## src/rtl/lift_call_panel_if.sv

```systemverilog
// Target handshake between the call panel (initiator)
// and the lift controller (responder).
interface lift_call_panel_if;
  logic [2:0] target;
  logic       target_valid;
  logic       target_ack;
  logic       arrived;
  logic [2:0] cur_floor;

  modport master (
    output target,
    output target_valid,
    input  target_ack,
    input  arrived,
    input  cur_floor
  );

  modport slave (
    input  target,
    input  target_valid,
    output target_ack,
    output arrived,
    output cur_floor
  );
endinterface

```

## src/rtl/lift_call_panel.sv

```systemverilog
// Floor-call front-end: sync, debounce, latch calls,
// SCAN target selection and valid/ack offer to the lift.
module lift_call_panel #(
  parameter int FLOORS          = 7,
  parameter int DEBOUNCE_CYCLES = 1_000_000,
  parameter int CNT_W           = 20
) (
  input  logic               clk,
  input  logic               rst_n,
  input  logic [FLOORS-1:0]  btn,
  lift_call_panel_if.master  lift,
  output logic [FLOORS-1:0]  pending,
  output logic               dir_up
);

  typedef enum logic [1:0] {
    IDLE,
    OFFER,
    BUSY
  } state_t;

  localparam logic [CNT_W-1:0] CNT_MAX =
    CNT_W'(DEBOUNCE_CYCLES - 1);
  localparam logic [2:0] FTOP = 3'(FLOORS);

  logic [FLOORS-1:0] sync1;
  logic [FLOORS-1:0] sync2;
  logic [FLOORS-1:0] db;
  logic [FLOORS-1:0] db_d;
  logic [FLOORS-1:0] press;
  logic [FLOORS-1:0] clr;
  logic [CNT_W-1:0]  cnt [FLOORS];

  state_t     state;
  state_t     state_n;
  logic [2:0] target_q;
  logic [2:0] target_n;
  logic       valid_q;
  logic       valid_n;
  logic       dir_n;
  logic [2:0] cf;
  logic [2:0] ge_f;
  logic [2:0] gt_f;
  logic [2:0] le_f;
  logic [2:0] lt_f;
  logic [2:0] sel;
  logic       sel_dir;

  assign lift.target       = target_q;
  assign lift.target_valid = valid_q;

  always_ff @(posedge clk or negedge rst_n) begin
    if (!rst_n) begin
      sync1 <= '0;
      sync2 <= '0;
    end else begin
      sync1 <= btn;
      sync2 <= sync1;
    end
  end

  // A level must differ for DEBOUNCE_CYCLES cycles to flip db.
  always_ff @(posedge clk or negedge rst_n) begin
    if (!rst_n) begin
      db   <= '0;
      db_d <= '0;
      for (int i = 0; i < FLOORS; i++) begin
        cnt[i] <= '0;
      end
    end else begin
      db_d <= db;
      for (int i = 0; i < FLOORS; i++) begin
        if (sync2[i] == db[i]) begin
          cnt[i] <= '0;
        end else if (cnt[i] == CNT_MAX) begin
          db[i]  <= ~db[i];
          cnt[i] <= '0;
        end else begin
          cnt[i] <= cnt[i] + CNT_W'(1);
        end
      end
    end
  end

  assign press = db & ~db_d;

  always_comb begin
    cf = lift.cur_floor;
    if (cf == 3'd0) begin
      cf = 3'd1;
    end else if (cf > FTOP) begin
      cf = FTOP;
    end
  end

  // Descending scan keeps the lowest hit, ascending the highest.
  always_comb begin
    ge_f = '0;
    gt_f = '0;
    le_f = '0;
    lt_f = '0;
    for (int i = FLOORS - 1; i >= 0; i--) begin
      if (pending[i] && 3'(i + 1) >= cf) ge_f = 3'(i + 1);
      if (pending[i] && 3'(i + 1) > cf)  gt_f = 3'(i + 1);
    end
    for (int i = 0; i < FLOORS; i++) begin
      if (pending[i] && 3'(i + 1) <= cf) le_f = 3'(i + 1);
      if (pending[i] && 3'(i + 1) < cf)  lt_f = 3'(i + 1);
    end
  end

  always_comb begin
    sel     = '0;
    sel_dir = dir_up;
    if (dir_up) begin
      if (ge_f != 3'd0) begin
        sel = ge_f;
      end else begin
        sel     = lt_f;
        sel_dir = 1'b0;
      end
    end else begin
      if (le_f != 3'd0) begin
        sel = le_f;
      end else begin
        sel     = gt_f;
        sel_dir = 1'b1;
      end
    end
  end

  always_comb begin
    clr = '0;
    if (state == BUSY && lift.arrived) begin
      for (int i = 0; i < FLOORS; i++) begin
        if (target_q == 3'(i + 1)) clr[i] = 1'b1;
      end
    end
  end

  always_comb begin
    state_n  = state;
    target_n = target_q;
    valid_n  = valid_q;
    dir_n    = dir_up;
    unique case (state)
      IDLE: begin
        if (|pending) begin
          target_n = sel;
          valid_n  = 1'b1;
          dir_n    = sel_dir;
          state_n  = OFFER;
        end
      end
      OFFER: begin
        if (lift.target_ack) begin
          valid_n = 1'b0;
          state_n = BUSY;
        end
      end
      BUSY: begin
        if (lift.arrived) begin
          target_n = '0;
          state_n  = IDLE;
        end
      end
      default: begin
        state_n = IDLE;
      end
    endcase
  end

  always_ff @(posedge clk or negedge rst_n) begin
    if (!rst_n) begin
      state    <= IDLE;
      target_q <= '0;
      valid_q  <= 1'b0;
      dir_up   <= 1'b1;
      pending  <= '0;
    end else begin
      state    <= state_n;
      target_q <= target_n;
      valid_q  <= valid_n;
      dir_up   <= dir_n;
      pending  <= (pending | press) & ~clr;
    end
  end

endmodule

```

## src/flat_wrapper.sv

```systemverilog
// flat-port wrapper written by rule: the top's interface ports become plain ports
module lift_call_panel_flat 
#(
  parameter int FLOORS          = 7,
  parameter int DEBOUNCE_CYCLES = 1_000_000,
  parameter int CNT_W           = 20
)
  (clk, rst_n, btn, pending, dir_up, lift_target, lift_target_valid, lift_target_ack, lift_arrived, lift_cur_floor);
  lift_call_panel_if lift_i ();
  input  logic clk;
  input  logic rst_n;
  input  logic [FLOORS-1:0] btn;
  output logic [FLOORS-1:0] pending;
  output logic dir_up;
  output wire logic [$bits(lift_i.target)-1:0] lift_target;
  output wire logic [$bits(lift_i.target_valid)-1:0] lift_target_valid;
  input wire logic [$bits(lift_i.target_ack)-1:0] lift_target_ack;
  input wire logic [$bits(lift_i.arrived)-1:0] lift_arrived;
  input wire logic [$bits(lift_i.cur_floor)-1:0] lift_cur_floor;
  assign lift_target = lift_i.target;
  assign lift_target_valid = lift_i.target_valid;
  assign lift_i.target_ack = lift_target_ack;
  assign lift_i.arrived = lift_arrived;
  assign lift_i.cur_floor = lift_cur_floor;
  lift_call_panel #(.FLOORS(FLOORS), .DEBOUNCE_CYCLES(DEBOUNCE_CYCLES), .CNT_W(CNT_W)) u_core (.clk(clk), .rst_n(rst_n), .btn(btn), .lift(lift_i), .pending(pending), .dir_up(dir_up));
endmodule
```

## config.mk

```make
export PLATFORM = sky130hd
export DESIGN_NAME = lift_call_panel_flat
export DESIGN_NICKNAME = d
export VERILOG_FILES = /design/src/rtl/lift_call_panel_if.sv /design/src/rtl/lift_call_panel.sv /design/src/flat_wrapper.sv
export SDC_FILE = /design/constraint.sdc
export NUM_CORES = 1
export LEC_CHECK = 0
export CORE_ASPECT_RATIO = 1.75
export CORE_MARGIN = 5
export CORE_UTILIZATION = 40
export CTS_CLUSTER_SIZE = 20
export DETAILED_ROUTE_END_ITERATION = 16
export PLACE_DENSITY = 0.57
export SLEW_MARGIN = 20
export SYNTH_ARGS = -nofsm -noshare
export SYNTH_HDL_FRONTEND = slang
export SYNTH_SLANG_ARGS = --single-unit
```

## constraint.sdc

```tcl
create_clock -name clk -period 6 [get_ports clk]
set_input_delay 1.2 -clock clk [delete_from_list [all_inputs] [get_ports clk]]
set_output_delay 1.2 -clock clk [all_outputs]
set_load 0.02 [all_outputs]
```

==> flow_summary.yaml, run 1 <==
finish:
  n_fill_cell: 2112
  nets: 955
  seqCellArea_sq_mm: 0.00456
  final_layout_size_suffix_gt1_frac: 0.0517
  final_cell_mix: "181 x nor2_1, 181 x dfrtp_1, 80 x xnor2_1"
  diodes: 0
  area_growth_pct: 12.3
  multi_input_area_sq_mm: 0.00399
floorplan:
  io_pins: 26
  coreArea_sq_mm: 0.0216
  die_w_um: 122
  dieArea_sq_mm: 0.0252
  die_y_um: 206
  rows: 71
  initial_core_util: 0.408
grt:
  grtUsageMet1: 0.170
  grt_usage: 0.152
  antenna_found_initial: 0
  grt_start_max_net_pins: 104
  grt_pass1_vias: 6385
  overflow: 0
  global_route.usage.met2: 0.281
  grt_most_used_layer: "met2"
  grt_pass1_wl_um: 30400
  met3_usage: 0.0296
synth:
  postSynth.asyncResetShare: 1.00
  synth_simple_gate_area_frac: 0.246
  postSynthCellCount: 915
  syn-num-nets: 936
  synth-seq-area-share: 0.518
  synth_edf_count: 0
  synth_compound_area_frac: 0.0570
  ys_ff_latch: 182
  ys.flop_type: "dfrtp_1"
  synthAdderAreaFrac: 0.00995
  synthMuxAreaShare: 0.00896
  yosysWarnings: 0
  synth_area_per_cell_sq_um: 9.62
  netlist_area_sq_mm: 0.00880
  synth_xor_area_frac: 0.131
  synth_top_family_by_area: "simple AND/OR/NAND/NOR gates"
  yosysUniqueCellTypes: 58
run_status:
  status: "complete, no violations"
setup_path:
  endpoint_kind: "register"
  cp.arrival_ns: 3.69
  startpoint_type: "input pin"
  crit_fanout: 22
  critPathKind: "in -> reg"
  worstPathCellList: "clkdlybuf4s50_1 > inv_2 > a21oi_1 > or4_4 > or3_1 > a311oi_1"
  critPathMaxStageDelay_ns: 0.82
  cpMaxStageDelayCell: "clkdlybuf4s50_1"
  crit_required_ns: 6.34
sta:
  fmax_mhz: 299
  slew-limit-headroom: 0.436
  finalClockSkew_ns: 0.00553
  finalSetupViolCount: 0
  maxSlewViolCount: 0
  min_period_ns: 3.35
  rsz0062_at_grt: "false"
  fin_tns_setup_ns: 0
  tightest_slew_ns: 0.846
  period_share: 0.558
  hold_viol: 0
cts:
  h-tree-depth: 4
  cts_sinks: 182
  post-cts-setup-buffer-count: 0
  clk_path_buf_depth: 2
  clkSlewWorstSetupHoldPaths_ns: 0.07
  worst_skew_pair.late_latency_ns: 0.44
  cts_resized: 0
  ctsHoldBuffers: 0
  cts-root-buf: "clkbuf_16"
  cts_made_buffers: 17
  cts_tree: "yes"
placement:
  gp_congestion: 0.855
  dpl.hpwl_um: 12000
  port_buffers: 25
routing:
  routed_wl_um: 17800
  ant_nets: 0
  via_count: 6394
  drt_pre_antenna_iters: 5
  drc: 0
  drt-initial-drc-count: 462
  vias_per_cell: 5.16
  wl_per_cell_um: 14.3
power_and_ir_drop:
  p_total_uw: 2990
  pwr_density_cell_mw_per_mm2: 303
  vdd_drop_max_v: 0.000145
  p_leak_uw: 0.00407
hold_path:
  min_path_type: "reg -> reg"
flow_run:
  drv_cap: 0
final timing paths:
check                                     startpoint                                 to  slack [ns]  cells past startpoint
min reg2reg                u_core.sync1[6]$_DFF_PN0_          u_core.sync2[6]$_DFF_PN0_        0.35                      0
max in group asynchronous                      rst_n          u_core.cnt[110]$_DFF_PN0_        4.06                      2
max reg2reg                 u_core.cnt[60]$_DFF_PN0_           u_core.cnt[72]$_DFF_PN0_        3.58                      6
min                        u_core.sync1[6]$_DFF_PN0_          u_core.sync2[6]$_DFF_PN0_        0.35                      0
max                                lift_cur_floor[2]  u_core.lift.target[0]$_DFFE_PN0P_        2.65                      6
min in group asynchronous                      rst_n           u_core.cnt[75]$_DFF_PN0_        0.83                      1
power by group:
part | total (uW) | switching, uW | internal [uW]
registers | 1430 | 143 | 1290
logic | 453 | 256 | 197
clock network | 1110 | 490 | 617
total | 2990 | 889 | 2100
metal layers:
layer | up-vias | wire (um)
met5 | - | 0
met4 | 0 | 348
met3 | 28 | 443
met2 | 86 | 9730
met1 | 3133 | 7260
li1 | 3147 | -
stage by stage:
| step | utilization | area, sq um | hold WS (ns) | instances | worst slack (ns) |
|---|---|---|---|---|---|
| final | 0.458 | 9880 | 0.347 | 1239 | 2.65 |
| after global routing | 0.458 | 9880 | 0.360 | 1239 | 2.51 |
| after CTS | 0.458 | 9880 | 0.351 | 1239 | 2.72 |
| after detailed placement | 0.431 | 9310 | 0.335 | 1207 | 2.24 |
| after global placement | 0.431 | 9310 | 0.334 | 1207 | 2.26 |
| after floorplan | - | 8800 | 0.331 | 915 | 3.28 |
registers in the layout, summed over array words and instances, names as in the netlist:
signal / cells
u_core.cnt: 140
u_core.db: 7
u_core.db_d: 7
u_core.pending: 7
u_core.sync1: 7
u_core.sync2: 7
u_core.lift.target: 3
u_core.state: 2
u_core.dir_up: 1
u_core.lift.target_valid: 1
synth_stat cells (8+ instances only):
| library cell | count | area share |
|---|---|---|
| nor4b_1 | 8 | 0.0080 |
| and3_1 | 27 | 0.019 |
| nor3_1 | 23 | 0.013 |
| dfrtp_1 | 181 | 0.51 |
| clkbuf_1 | 12 | 0.0051 |
| o21ai_0 | 15 | 0.0085 |
| inv_1 | 34 | 0.015 |
| nand2_1 | 60 | 0.026 |
| nand2b_1 | 8 | 0.0057 |
| a21oi_1 | 25 | 0.014 |
| buf_2 | 13 | 0.0074 |
| xor2_1 | 52 | 0.052 |
| nand4_1 | 23 | 0.016 |
| nor4_1 | 24 | 0.017 |
| nand3_1 | 61 | 0.035 |
| xnor2_1 | 80 | 0.080 |
| nor2_1 | 181 | 0.077 |
critical path, delay by kind of cell:
kind,cells,cell delay (ns)
AOI/OAI and AO/OA,2,0.39
buffers and inverters,2,1.19
and+or+nand+nor,2,0.90
cell families (layout without fill, tap and decap cells):
kind of cell / count (synthesis) / after routing
AND/OR/NAND/NOR: 449 / 449
flip-flops: 182 / 182
XOR/XNOR: 132 / 132
AO/OA/AOI/OAI: 76 / 76
buffers and inverters: 62 / 94
adder cells (fa/ha/maj): 7 / 7
multiplexers: 7 / 7
area by class of cell:
type | instances | area share
clock buffer | 18 | 0.0434
clock inverter | 14 | 0.0149
inverter | 35 | 0.0133
multi-input combinational | 671 | 0.403
sequential | 182 | 0.461
tap | 292 | 0.0370
timing repair buffer | 27 | 0.0272
Power figures use the tool's default switching activity.
==> run 2: changes to the inputs <==
==> constraint.sdc (replaced) <==
create_clock -name clk -period 3.4 [get_ports clk]
set_input_delay 0.68 -clock clk [delete_from_list [all_inputs] [get_ports clk]]
set_output_delay 0.68 -clock clk [all_outputs]
set_load 0.02 [all_outputs]
==> run 2 against run 1 <==
Sequential share of layout area decreased by 0.22 points. Wire length is 0.95% higher. Register-to-register slack worse by 2.6 ns. Clock skew grew 0.0026 ns. Setup slack got worse by 1.8 ns. Count of clock-buffer cells in the layout increased by 3. Power increased by 77%.
==> flow_summary.yaml, run 2 (synthesized netlist as in run 1, its figures left out) <==
finish:
  regMostFlops: "u_core.cnt"
  largest_reg_flops: 140
  nets: 959
  design_area_sq_mm: 0.00993
  final_layout_size_suffix_gt1_frac: 0.0537
  area_growth_pct: 12.9
  diodes: 0
  final_cell_mix: "181 x nor2_1, 181 x dfrtp_1, 80 x xnor2_1"
  post-route-util: 0.460
setup_path:
  cp.depth: 1
  worstPathCellList: "clkdlybuf4s50_1"
  crit_fanout: 13
  cp.arrival_ns: 1.84
  critPathKind: "reg -> out"
  endpoint_kind: "primary output"
  crit_required_ns: 2.72
  crit_family: "buffers and inverters"
  critPathMaxStageDelay_ns: 0.76
  startpoint_type: "register"
  r2r_cells: 6
  cpMaxStageDelayCell: "clkdlybuf4s50_1"
  path_buf_inv: 1
sta:
  setup_ws_ns: 0.881
  rsz0062_at_grt: "false"
  slew-limit-headroom: 0.456
  maxSlewViolCount: 0
  fmax_mhz: 397
  finalSetupViolCount: 0
  holdWs_ns: 0.219
  fin_tns_setup_ns: 0
  finalClockSkew_ns: 0.00816
  period_share: 0.741
  min_period_ns: 2.52
  tightest_slew_ns: 0.808
  hold_viol: 0
cts:
  cts_tree: "yes"
  cts_resized: 0
  clk_path_buf_depth: 2
  worst_skew_pair.late_latency_ns: 0.44
  cts_sinks: 182
  ctsHoldBuffers: 0
  post-cts-setup-buffer-count: 0
  h-tree-depth: 4
  cts-root-buf: "clkbuf_16"
  cts_made_buffers: 17
  clkSlewWorstSetupHoldPaths_ns: 0.07
grt:
  grt_usage: 0.155
  grt_start_max_net_pins: 71
  grt_pass1_vias: 6637
  overflow: 0
  grt_pass1_wl_um: 31200
  antenna_found_initial: 0
placement:
  gp_congestion: 0.842
  pre_cts_ws_ns: 0.490
  postPlaceCellArea_sq_mm: 0.00935
  port_buffers: 25
  dpl.hpwl_um: 12500
routing:
  wl_per_cell_um: 14.4
  via_count: 6378
  drt-initial-drc-count: 296
  routed_wl_um: 17900
  drt_pre_antenna_iters: 4
  drc: 0
  vias_per_cell: 5.14
  ant_nets: 0
power_and_ir_drop:
  p_leak_uw: 0.00409
  vdd_drop_max_v: 0.000358
  pwr_density_cell_mw_per_mm2: 534
floorplan:
  rows: 71
  dieArea_sq_mm: 0.0252
  die_y_um: 206
  die_w_um: 122
  coreArea_sq_mm: 0.0216
  io_pins: 26
  initial_core_util: 0.408
flow_run:
  drv_cap: 0
run_status:
  status: "complete, no violations"
hold_path:
  min_path_type: "in -> async"
==> run 2: cell type report <==
| cell class | count | area [sq um] |
|---|---|---|
| clock inverter | 10 | 121 |
| timing repair buffer | 31 | 312 |
| clock buffer | 21 | 460 |
| inverter | 35 | 131 |
| multi-input combinational | 671 | 3990 |
| tap | 292 | 365 |
| sequential | 182 | 4560 |
| fill | 2127 | 11700 |
==> run 2: path summary, 6_finish.rpt <==
kind	startpoint	endpoint	slack, ns
worst max register to register	u_core.cnt[60]$_DFF_PN0_	u_core.cnt[69]$_DFF_PN0_	0.95
worst min-delay path	rst_n	u_core.cnt[76]$_DFF_PN0_	0.22
min in group clk	u_core.sync1[5]$_DFF_PN0_	u_core.sync2[5]$_DFF_PN0_	0.35
max in group asynchronous	rst_n	u_core.cnt[114]$_DFF_PN0_	2.34
worst min register to register	u_core.sync1[5]$_DFF_PN0_	u_core.sync2[5]$_DFF_PN0_	0.35
worst max-delay path	u_core.pending[3]$_DFF_PN0_	pending[3]	0.88
==> run 2: routing by layer <==
metal / up-vias / GRT usage / routed length, um
met4: 0 / 0.0701 / 488
li1: 3140 / - / -
met1: 3122 / 0.179 / 7380
met2: 85 / 0.276 / 9610
met3: 31 / 0.0296 / 453
met5: - / 0 / 0
==> run 2: metrics by stage <==
step,total power (uW),std cells
floorplan,2990,915
global placement,3400,1211
detailed placement,3390,1211
CTS,5390,1242
global route,5560,1242
finish,5310,1242
==> run 2: where the power goes <==
group / total, uW / switching [uW] / internal, uW / leakage, uW
Sequential: 2520 / 243 / 2280 / 0.00245
Combinational: 819 / 465 / 354 / 0.00136
Clock: 1970 / 847 / 1120 / 0.000272
Total: 5310 / 1550 / 3750 / 0.00409
==> run 3: changes to the inputs <==
--- a/config.mk
+++ b/config.mk
@@ -10,7 +10,7 @@
 export CORE_UTILIZATION = 40
 export CTS_CLUSTER_SIZE = 20
 export DETAILED_ROUTE_END_ITERATION = 16
-export PLACE_DENSITY = 0.57
+export PLACE_DENSITY = 0.59
 export SLEW_MARGIN = 20
 export SYNTH_ARGS = -nofsm -noshare
 export SYNTH_HDL_FRONTEND = slang
==> constraint.sdc (replaced) <==
create_clock -name clk -period 2.2 [get_ports clk]
set_input_delay 0.44 -clock clk [delete_from_list [all_inputs] [get_ports clk]]
set_output_delay 0.44 -clock clk [all_outputs]
set_load 0.02 [all_outputs]
==> run 3 against run 2 <==
Die area stayed put. Count of clock-buffer cells in the layout is 4 higher. Cell count rose by 3.7%. Clock skew down 0.0022 ns. Sequential cell count unchanged. Hold slack improved by 0.13 ns. Critical path depth is 1 higher. Power is 60% higher. Via count is 2.6% higher. Sequential share of layout area decreased by 1.6 points. Global-route usage is 0.70 points higher. Sequential power grew 49%. Largest power group unchanged.
==> flow_summary.yaml, run 3 (synthesized netlist as in run 1, its figures left out) <==
cts:
  clkSlewWorstSetupHoldPaths_ns: 0.07
  cts_tree: "yes"
  clk_path_buf_depth: 2
  worst_skew_pair.late_latency_ns: 0.42
  cts_sinks: 182
  cts_made_buffers: 17
  h-tree-depth: 4
  cts-root-buf: "clkbuf_16"
setup_path:
  regToRegSetupSlack_ns: 0.20
  rr_endpoint: "u_core.lift.target[0]$_DFFE_PN0P_"
  cp.arrival_ns: 1.69
  critPathKind: "reg -> out"
  cp-endpoint: "pending[4]"
  r2r_cells: 5
  startpoint_type: "register"
  r2r-start: "u_core.pending[1]$_DFF_PN0_"
  cp-startpoint: "u_core.pending[4]$_DFF_PN0_"
  crit_required_ns: 1.76
  endpoint_kind: "primary output"
  crit_fanout: 11
grt:
  grt_pass1_vias: 6920
  grt_pass1_wl_um: 32800
  antenna_found_initial: 0
  grt_usage: 0.162
  overflow: 0
  grt_start_max_net_pins: 63
floorplan:
  initial_core_util: 0.408
  dieArea_sq_mm: 0.0252
  coreArea_sq_mm: 0.0216
  die_w_um: 122
  io_pins: 26
  die_y_um: 206
  rows: 71
run_status:
  status: "complete, no violations"
routing:
  drt-initial-drc-count: 295
  routed_wl_um: 18800
  wl_per_cell_um: 14.6
  drt_pre_antenna_iters: 4
  vias_per_cell: 5.08
  via_count: 6545
  ant_nets: 0
  drc: 0
power_and_ir_drop:
  pwr_density_cell_mw_per_mm2: 826
  p_leak_uw: 0.00432
  vdd_drop_max_v: 0.000669
  p_total_uw: 8510
sta:
  period_share: 0.970
  maxSlewViolCount: 0
  hold_viol: 0
  min_period_ns: 2.13
  fmax_mhz: 469
  slew-limit-headroom: 0.680
  fin_tns_setup_ns: 0
  setup_ws_ns: 0.0666
  tightest_slew_ns: 0.480
  rsz0062_at_grt: "false"
  holdWs_ns: 0.348
  finalClockSkew_ns: 0.00593
  finalSetupViolCount: 0
finish:
  largest_reg_flops: 140
  final_layout_size_suffix_gt1_frac: 0.0954
  final_cell_mix: "181 x nor2_1, 178 x dfrtp_1, 80 x xnor2_1"
  diodes: 0
  final_common_cell: "nor2_1"
  area_growth_pct: 17.2
  regMostFlops: "u_core.cnt"
  nets: 1004
flow_run:
  drv_cap: 0
hold_path:
  min_path_type: "reg -> reg"
placement:
  dpl.hpwl_um: 13600
  gp_congestion: 0.874
  port_buffers: 25
  pre_cts_ws_ns: -0.283
[run 3: cell count changes in the layout (fill, tap and decap cells not counted), sizes merged]
cell and change:
buf +44, clkinvlp -3, bufinv +1, dlygate4sd3 +1, inv -1, clkbuf +4
[run 3: worst min path at each step]
stage,cells past startpoint,slack [ns],to,startpoint
finish,0,0.35,u_core.sync2[5]$_DFF_PN0_,u_core.sync1[5]$_DFF_PN0_
floorplan,0,0.14,u_core.cnt[0]$_DFF_PN0_,rst_n
CTS,0,0.35,u_core.sync2[5]$_DFF_PN0_,u_core.sync1[5]$_DFF_PN0_
global placement,0,0.33,u_core.sync2[5]$_DFF_PN0_,u_core.sync1[5]$_DFF_PN0_
global route,0,0.35,u_core.sync2[5]$_DFF_PN0_,u_core.sync1[5]$_DFF_PN0_
detailed placement,0,0.33,u_core.sync2[5]$_DFF_PN0_,u_core.sync1[5]$_DFF_PN0_
[run 3: report_power, final]
group | internal, uW | total, uW | switching (uW)
logic | 726 | 1690 | 969
clock network | 1820 | 3050 | 1230
registers | 3530 | 3760 | 237
total | 6080 | 8510 | 2440
[run 3: routing by layer]
| metal | vias to the layer above | GRT usage | wire (um) |
|---|---|---|---|
| met5 | - | 0 | 0 |
| met4 | 0 | 0.0809 | 656 |
| met3 | 40 | 0.0307 | 523 |
| met2 | 86 | 0.285 | 9810 |
| met1 | 3181 | 0.186 | 7770 |
| li1 | 3238 | - | - |
[run 3: worst max-delay path: stages, from the launching register on]
cell	delay, ns
dfrtp_1	0.37
buf_4	0.21
clkdlybuf4s50_1	0.68
[run 3: final cells by class]
cell class | instances | area [sq um]
fill | 2081 | 11300
sequential | 182 | 4560
clock inverter | 7 | 120
inverter | 35 | 131
clock buffer | 25 | 465
multi-input combinational | 671 | 3990
timing repair buffer | 76 | 677
tap | 292 | 365
[run 3: what timing repair did]
item                                   CTS  global route
setup endpoints to repair                2            20
resized for setup                        2             2
buffers inserted                         0             0
hold buffers                             1             0
endpoints found under the hold margin   28             0
[run 3: through the flow]
step	util	cell area, sq um	std cells
finish	0.478	10300	1288
global route	0.478	10300	1288
CTS	0.477	10300	1288
detailed placement	0.450	9710	1255
global placement	0.450	9710	1255
floorplan	-	8800	915
